## src/rtl/sipo_pkg.sv

```systemverilog
// Shared types and sizing helpers for the sipo_deser serial receiver.
// Frame length depends on SIPO_PARITY_EN (adds one trailing even-parity bit).
package sipo_pkg;

  typedef enum logic {
    ST_EMPTY = 1'b0,
    ST_FULL  = 1'b1
  } hold_state_e;

  // Serial bits per frame for a given data width.
  function automatic int unsigned frame_bits(input int unsigned len);
`ifdef SIPO_PARITY_EN
    return len + 1;
`else
    return len;
`endif
  endfunction

  // Bit-counter width for a frame of the given length.
  function automatic int unsigned cnt_w(input int unsigned frame);
    return (frame > 1) ? $clog2(frame) : 1;
  endfunction

endpackage

```

## src/rtl/bit_counter.sv

```systemverilog
// Modulo-N up-counter with increment and synchronous clear; last is
// registered and tracks count == N-1.
module bit_counter
  import sipo_pkg::*;
#(
  parameter  int unsigned N = 8,
  localparam int unsigned W = cnt_w(N)
) (
  input  logic         clk,
  input  logic         rst,
  input  logic         inc,
  input  logic         clr,
  output logic [W-1:0] count,
  output logic         last
);

  localparam logic [W-1:0] MAX_CNT = W'(N - 1);

  logic [W-1:0] count_d;

  always_comb begin
    count_d = count;
    if (clr) begin
      count_d = '0;
    end else if (inc) begin
      count_d = (count == MAX_CNT) ? '0 : count + W'(1);
    end
  end

  always_ff @(posedge clk or posedge rst) begin
    if (rst) begin
      count <= '0;
      last  <= 1'b0;
    end else begin
      count <= count_d;
      last  <= (count_d == MAX_CNT);
    end
  end

endmodule

```

## src/rtl/sipo_deser.sv

```systemverilog
// LSB-first serial-to-parallel deserializer with a one-word valid/ready
// holding register and sticky overrun. Optional parity: SIPO_PARITY_EN.
module sipo_deser
  import sipo_pkg::*;
#(
  parameter int unsigned LEN = 8
) (
  input  logic           clk,
  input  logic           rst,
  input  logic           sample,
  input  logic           serial_in,
  input  logic           clear,
  output logic [LEN-1:0] data_out,
  output logic           data_valid,
  input  logic           data_ready,
  output logic           overrun,
  output logic           parity_err
);

  localparam int unsigned FRAME_BITS = frame_bits(LEN);
  localparam int unsigned CNT_W      = cnt_w(FRAME_BITS);

  hold_state_e    state_q, state_d;
  logic [LEN-1:0] shift_reg;
  logic [LEN-1:0] word_c;
  logic [CNT_W-1:0] cnt;
  logic           cnt_last;
  logic           frame_done_c;
  logic           load_c;
  logic           drop_c;

  bit_counter #(.N(FRAME_BITS)) u_bit_counter (
    .clk   (clk),
    .rst   (rst),
    .inc   (sample),
    .clr   (clear),
    .count (cnt),
    .last  (cnt_last)
  );

  // clear outranks sample, so a resync cycle can never complete a frame
  assign frame_done_c = sample && !clear && cnt_last;

  always_ff @(posedge clk or posedge rst) begin
    if (rst) begin
      shift_reg <= '0;
    end else if (clear) begin
      shift_reg <= '0;
    end else if (sample) begin
      shift_reg <= {serial_in, shift_reg[LEN-1:1]};
    end
  end

`ifdef SIPO_PARITY_EN
  // Final bit is parity, so the data bits are already fully shifted in.
  assign word_c = shift_reg;
`else
  assign word_c = {serial_in, shift_reg[LEN-1:1]};
`endif

  // Holding-register next state; a same-cycle accept frees the slot for a new word
  always_comb begin
    state_d = state_q;
    load_c  = 1'b0;
    drop_c  = 1'b0;
    case (state_q)
      ST_EMPTY: begin
        if (frame_done_c) begin
          load_c  = 1'b1;
          state_d = ST_FULL;
        end
      end
      ST_FULL: begin
        if (data_ready) begin
          if (frame_done_c) begin
            load_c = 1'b1;
          end else begin
            state_d = ST_EMPTY;
          end
        end else if (frame_done_c) begin
          drop_c = 1'b1;
        end
      end
      default: state_d = ST_EMPTY;
    endcase
  end

  always_ff @(posedge clk or posedge rst) begin
    if (rst) begin
      state_q <= ST_EMPTY;
    end else begin
      state_q <= state_d;
    end
  end

  assign data_valid = (state_q == ST_FULL);

  always_ff @(posedge clk or posedge rst) begin
    if (rst) begin
      data_out <= '0;
    end else if (load_c) begin
      data_out <= word_c;
    end
  end

  always_ff @(posedge clk or posedge rst) begin
    if (rst) begin
      overrun <= 1'b0;
    end else if (clear) begin
      overrun <= 1'b0;
    end else if (drop_c) begin
      overrun <= 1'b1;
    end
  end

`ifdef SIPO_PARITY_EN
  always_ff @(posedge clk or posedge rst) begin
    if (rst) begin
      parity_err <= 1'b0;
    end else if (load_c) begin
      parity_err <= (^shift_reg) ^ serial_in;
    end
  end
`else
  assign parity_err = 1'b0;
`endif

  // Registered last flag must stay aligned with the count it decodes
  ast_last_aligned: assert property (@(posedge clk) disable iff (rst)
    cnt_last == (cnt == CNT_W'(FRAME_BITS - 1)));

endmodule

```

## config.mk

```make
export PLATFORM = sky130hd
export DESIGN_NAME = sipo_deser
export DESIGN_NICKNAME = d
export VERILOG_FILES = /design/src/rtl/sipo_pkg.sv /design/src/rtl/bit_counter.sv /design/src/rtl/sipo_deser.sv
export SDC_FILE = /design/constraint.sdc
export NUM_CORES = 1
export LEC_CHECK = 0
export ABC_AREA = 1
export CAP_MARGIN = 20
export CELL_PAD_IN_SITES_DETAIL_PLACEMENT = 0
export CELL_PAD_IN_SITES_GLOBAL_PLACEMENT = 1
export CORE_AREA = 8 8 48 69
export CTS_CLUSTER_SIZE = 8
export DETAILED_ROUTE_END_ITERATION = 8
export DIE_AREA = 0 0 56 77
export PLACE_DENSITY = 0.81
export SYNTH_ARGS = -nofsm -noshare
export SYNTH_HDL_FRONTEND = slang
export SYNTH_HIERARCHICAL = 1
export SYNTH_SLANG_ARGS = --single-unit
export TNS_END_PERCENT = 10
```

## constraint.sdc

```tcl
create_clock -name clk -period 2.5 [get_ports clk]
set_clock_uncertainty 0.1 [all_clocks]
set_input_delay 0.625 -clock clk [delete_from_list [all_inputs] [get_ports clk]]
set_output_delay 0.625 -clock clk [all_outputs]
set_load 0.05 [all_outputs]
```

## After elaboration in Yosys (flattened, before gate mapping)

Index checks and enable logic that the tools add are counted.

- Register bits: 22
- Bits in latches: 0
- Memory bits (writable): 0
- Bits in read-only memories: 0
- Output and inout bits: 11
- Memories: 0

- Add/sub/neg operators: 1
- Multiply operators: 0
- Div/mod/pow operators: 0
- Order comparisons: 0
- Eq/ne operators: 2
- Shifts and indexed selects: 0
- Muxes and demuxes: 14
- Bitwise gates (word level): 1
- Reduce and logical (&&, ||, !) cells: 5

Operator list:

| operator | count |
|---|---|
| 8-bit 2-to-1 mux | 2 |
| 3-bit 2-to-1 mux | 3 |
| 1-bit 2-to-1 mux | 7 |
| 3-bit equality test (second input constant) | 2 |
| 1-bit one-hot mux with 2 select lines | 2 |
| 2-bit nonzero test | 2 |
| 3-bit by 1-bit adder with 3-bit output (second input constant) | 1 |
| 1-bit logical AND | 2 |
| 1-bit logical NOT | 1 |
| 1-bit NOT | 1 |

## Longest topological paths before layout

- Word-level depth: 8
- Mapped depth: 6

## Modules after synthesis

Netlist, hierarchy kept.

By module, submodules not included:

| module | instances | cells an instance | area an instance (µm²) | sequential area each (µm²) |
|---|---|---|---|---|
| sipo_deser | 1 | 73 | 671.9 | 425.4 |
| bit_counter | 1 | 24 | 197.7 | 100.1 |

## Worst setup path before layout

OpenSTA, ideal clock, no wires.

- Kind: register to register
- Start: register state_q (netlist: data_valid)
- End: register data_out[0]
- Data arrival time: 1.112 ns
- Data required time: 2.281 ns
- Path slack: 1.169 ns
- Cell stages (with the launch flop): 5
- Buffers on the path: 0
- Period minus slack after synthesis: 1.331 ns
- Cells stage by stage: dfrtp_1 > nand2_1 > nand4_1 > nand2_1 > nand2_1

- Word-level cells in the longest chain between the ends: 2

RTL lines:

| element | line | text |
|---|---|---|
| from (decl) | sipo_deser.sv:23 | `hold_state_e state_q, state_d;` |
| from (signal assigned) | sipo_deser.sv:92 | `state_q <= state_d;` |
| 1-bit NOT | - |  |
| 1-bit one-hot mux with 2 select lines (*) | sipo_deser.sv:66 | `case (state_q)` |
| to (signal assigned) | sipo_deser.sv:102 | `data_out <= word_c;` |
| to (decl) | sipo_deser.sv:13 | `output logic [LEN-1:0] data_out,` |

Mark *: on every way between the ends. The rest lies on a longest branch, timed or not.
A chain may end at the register's enable or synchronous reset.

## Worst setup path in the final report

- Start: register data_out[6]
- End: output port data_out[6]

No word-level cell between the ends.

==> impl_metrics.prom <==
# TYPE chip_impl_metric gauge
chip_impl_metric{name="synth.cell_area",unit="µm²"} 870
chip_impl_metric{name="ff2ff_setup_slack",unit="ns"} 1.09
chip_impl_metric{name="reg2reg_depth",unit=""} 6
chip_impl_metric{name="cp_data_required_time",unit="ns"} 1.77
chip_impl_metric{name="drt_first_pass_iters",unit=""} 4
chip_impl_metric{name="synthDistinctLibCells",unit=""} 16
chip_impl_metric{name="switching_power",unit="mW"} 0.148
chip_impl_info{name="hold_path.class",value="flop to flop"} 1
chip_impl_metric{name="die_height",unit="µm"} 77
chip_impl_metric{name="cts_made_buffers",unit=""} 3
chip_impl_metric{name="finish.utilization",unit="%"} 45.0
chip_impl_info{name="root_buffer",value="sky130_fd_sc_hd__clkbuf_4"} 1
chip_impl_metric{name="clk_pin_slew",unit="ns"} 0.12
chip_impl_info{name="final_cell_mix",value="30 x sky130_fd_sc_hd__nand2_1, 21 x sky130_fd_sc_hd__dfrtp_1, 15 x sky130_fd_sc_hd__inv_1, 15 x sky130_fd_sc_hd__clkdlybuf4s50_1, 10 x sky130_fd_sc_hd__nor2_1"} 1
chip_impl_metric{name="die_area",unit="µm²"} 4310
chip_impl_metric{name="finalInstanceArea",unit="µm²"} 1060
chip_impl_metric{name="place_congestion",unit=""} 0.669
chip_impl_info{name="reg2reg_to",value="u_bit_counter/last"} 1
chip_impl_metric{name="largest_register_ff_count",unit=""} 8
chip_impl_metric{name="synth.avg_cell_area",unit="µm²"} 8.96
chip_impl_metric{name="port_buffers",unit=""} 15
chip_impl_metric{name="n_antenna_cell",unit=""} 0
chip_impl_info{name="cp_cell_sequence",value="clkdlybuf4s50_1"} 1
chip_impl_metric{name="io-pin-count",unit=""} 17
chip_impl_metric{name="floorplan.die.width",unit="µm"} 56
chip_impl_metric{name="number_of_hold_violations_in_the_final_report",unit=""} 0
chip_impl_info{name="outcome",value="finished clean"} 1
chip_impl_info{name="beginning_of_the_worst_register_to_register_path",value="u_bit_counter/count[0]"} 1
chip_impl_metric{name="ff_latch_area",unit="µm²"} 526
chip_impl_metric{name="grt_antenna_before_repair",unit=""} 0
chip_impl_metric{name="internal-power",unit="mW"} 0.427
chip_impl_metric{name="grt_first_pass_wirelength",unit="µm"} 2760
chip_impl_info{name="timing.critical_path.to_type",value="output port"} 1
chip_impl_metric{name="global_route.overflow_total",unit=""} 0
chip_impl_metric{name="grtUsageTotal",unit="%"} 7.65
chip_impl_metric{name="critical_path_cell_count",unit=""} 1
chip_impl_metric{name="post_cts_buffers",unit=""} 0
chip_impl_metric{name="cts_htree_levels",unit=""} 1
chip_impl_metric{name="synth-warning-count",unit=""} 6
chip_impl_metric{name="fmax",unit="GHz"} 0.452
chip_impl_metric{name="wire_length_per_cell_after_detailed_routing",unit="µm"} 11.3
chip_impl_info{name="hold_path_end",value="data_out[5]"} 1
chip_impl_metric{name="path_max_fanout",unit=""} 2
chip_impl_metric{name="worst_slew_margin_rel",unit="%"} 58.1
chip_impl_metric{name="max_stage_delay",unit="ns"} 0.80
chip_impl_metric{name="worst_hold_slack",unit="ns"} 0.381
chip_impl_info{name="clock_tree_from_tritoncts",value="done"} 1
chip_impl_metric{name="filler_cell_count_in_the_final_layout",unit=""} 246
chip_impl_metric{name="holdBufCountCts",unit=""} 0
chip_impl_metric{name="post_synth_xor_area_fraction",unit="%"} 0
chip_impl_metric{name="tns",unit="ns"} 0
chip_impl_metric{name="worst_ep_arrival_time",unit="ns"} 1.49
chip_impl_metric{name="total_number_of_vias",unit=""} 658
chip_impl_metric{name="multi_input_area",unit="µm²"} 275
chip_impl_metric{name="report.final.setup_viol",unit=""} 0
chip_impl_metric{name="final_nets",unit=""} 123
chip_impl_metric{name="cts_num_sinks",unit=""} 21
chip_impl_metric{name="post_cts_resized",unit=""} 0
chip_impl_info{name="dominant_combinational_cell_family_by_area_after_synthesis",value="simple AND/OR/NAND/NOR gates"} 1
chip_impl_metric{name="cts_max_path_buffers",unit=""} 2
chip_impl_metric{name="fp-row-count",unit=""} 22
chip_impl_info{name="worst-setup-path-type",value="flop to output port"} 1
chip_impl_metric{name="synth_fa_ha_area_share",unit="%"} 2.88
chip_impl_metric{name="design.core.area",unit="µm²"} 2370
chip_impl_metric{name="ys_seq_area_share",unit="%"} 60.4
chip_impl_metric{name="worstSkewPairLatency",unit="ns"} 0.31
chip_impl_metric{name="holdPathStages",unit=""} 2
chip_impl_metric{name="p_sw_share",unit="%"} 25.7
chip_impl_metric{name="crit_path_buffers_inverters",unit=""} 1
chip_impl_metric{name="vdd_drop_max",unit="µV"} 314
chip_impl_metric{name="yosys.area_share.simple",unit="%"} 22.3
chip_impl_metric{name="maximum_number_of_pins_on_one_net_before_global_route_repair",unit=""} 18
chip_impl_info{name="worstSetupStartpointType",value="flop"} 1
chip_impl_metric{name="detail_route.iter0.violations",unit=""} 12
chip_impl_metric{name="clock_power_share",unit="%"} 28.8
chip_impl_metric{name="final_min_period_over_clock_period",unit="%"} 88.5
chip_impl_info{name="worst_path_max_delay_cell",value="sky130_fd_sc_hd__clkdlybuf4s50_1"} 1
chip_impl_metric{name="via_count_normalized_by_instance_count",unit=""} 4.77
chip_impl_metric{name="total_leakage_power",unit="nW"} 0.557
chip_impl_metric{name="power.share.combinational",unit="%"} 10.0
chip_impl_info{name="rsz0062_at_grt",value="no"} 1
chip_impl_metric{name="share_seq_of_total_power",unit="%"} 61.2
chip_impl_metric{name="transition_time_at_the_pin_with_the_least_slew_margin",unit="ns"} 0.627
chip_impl_metric{name="post_synthesis_to_final_layout_area_growth",unit="%"} 22.4
chip_impl_metric{name="synth_mux_area_share",unit="%"} 0
chip_impl_metric{name="netlist_instances",unit=""} 97
chip_impl_metric{name="postSynthNetCount",unit=""} 105
chip_impl_info{name="timing.critical_path.max_delay_family",value="buffers and inverters"} 1
chip_impl_metric{name="post-route-drc-count",unit=""} 0
chip_impl_metric{name="dpl-instance-area",unit="µm²"} 1040
chip_impl_metric{name="post-place-cells",unit=""} 134
chip_impl_metric{name="route.final.wire_length",unit="µm"} 1550
chip_impl_metric{name="detail-route-antenna-nets",unit=""} 0
chip_impl_metric{name="place_hpwl",unit="µm"} 1260
chip_impl_metric{name="ys_ff_latch",unit=""} 21
chip_impl_metric{name="timing_max_transition_violations_final",unit=""} 0
chip_impl_metric{name="final_period_minus_worst_setup_slack",unit="ns"} 2.21
chip_impl_metric{name="drv_cap",unit=""} 0
chip_impl_metric{name="finalNonFillerCells",unit=""} 138
chip_impl_metric{name="drive_gt1_share",unit="%"} 4.39
chip_impl_info{name="hold_start",value="data_out[5]"} 1
chip_impl_metric{name="synth_compound_gate_area_share",unit="%"} 6.04
chip_impl_metric{name="first_global_vias",unit=""} 693
chip_impl_metric{name="floorplan.initialDensity",unit="%"} 36.7
chip_impl_metric{name="power-per-cell-area",unit="nW/µm²"} 539
chip_impl_info{name="commonest_non_fill_non_tap_cell_in_the_layout",value="sky130_fd_sc_hd__nand2_1"} 1
==> worst max-delay path by stage <==
stage	from	endpoint	slack, ns
floorplan	data_valid	data_out[0]	1.17
global placement	clear	data_out[0]	0.51
detailed placement	clear	data_out[0]	0.48
CTS	data_out[7]	data_out[7]	0.28
global route	overrun	overrun	0.23
finish	data_out[6]	data_out[6]	0.29
==> tightest hold or removal path, cell delays in order (launching register included) <==
cell	delay [ns]
sky130_fd_sc_hd__dfrtp_1	0.36
sky130_fd_sc_hd__nand2_1	0.05
sky130_fd_sc_hd__nand2_1	0.04
==> synthesized netlist by cell type <==
cell type                 count  share of area, %
sky130_fd_sc_hd__a21oi_1      1              0.57
sky130_fd_sc_hd__nand2_1     30                13
sky130_fd_sc_hd__buf_4        1              0.86
sky130_fd_sc_hd__o21ai_1      2               1.2
sky130_fd_sc_hd__o22ai_1      6               4.3
sky130_fd_sc_hd__nor2_1      10               4.3
sky130_fd_sc_hd__buf_2        1              0.57
sky130_fd_sc_hd__ha_1         2               2.9
sky130_fd_sc_hd__nor2_4       1               1.3
sky130_fd_sc_hd__nor3_1       1              0.57
sky130_fd_sc_hd__dfrtp_1     21                60
sky130_fd_sc_hd__nand3_1      3               1.7
sky130_fd_sc_hd__nand4_1      1              0.72
sky130_fd_sc_hd__or2_1        1              0.72
sky130_fd_sc_hd__conb_1       1              0.43
sky130_fd_sc_hd__inv_1       15               6.5
==> power groups by stage <==
stage                     registers [mW]  clock network [mW]  logic (mW)
after detailed placement           0.359                   0      0.0585
final                              0.352               0.165      0.0572
after global routing               0.353               0.178      0.0651
after global placement             0.358                   0      0.0569
after CTS                          0.352               0.169      0.0586
after floorplan                    0.366                   0      0.0300
==> cells by family after synthesis <==
kind of cell    after synthesis
compound gates                9
fa+ha+maj                     2
buf+inv                      17
flops                        21
other cells                   1
simple gates                 47
==> per-layer routing <==
layer  share of wire, %  GRT usage [%]  wire (µm)  vias to the layer above
met4                2.8           5.07         43                        0
li1                   -              -          -                      330
met5                  0              0          0                        -
met2                 56           13.8        862                       13
met3                5.5           2.31         85                        5
met1                 36           7.02        561                      310
==> through the flow <==
step           total power, mW  setup WS (ns)
5_1_grt                  0.596          0.230
6_report                 0.574          0.288
3_3_place_gp             0.415          0.507
3_5_place_dp             0.417          0.478
4_1_cts                  0.579          0.275
2_1_floorplan            0.396           1.17
==> cell type report <==
class                      count  area share, %
timing repair buffer          15           14.1
sequential                    21           49.4
tap                           24           2.82
multi-input combinational     59           25.9
inverter                      15           5.29
clock inverter                 1          0.470
clock buffer                   3           2.12
Note: power is estimated with default switching activity, not from simulation.
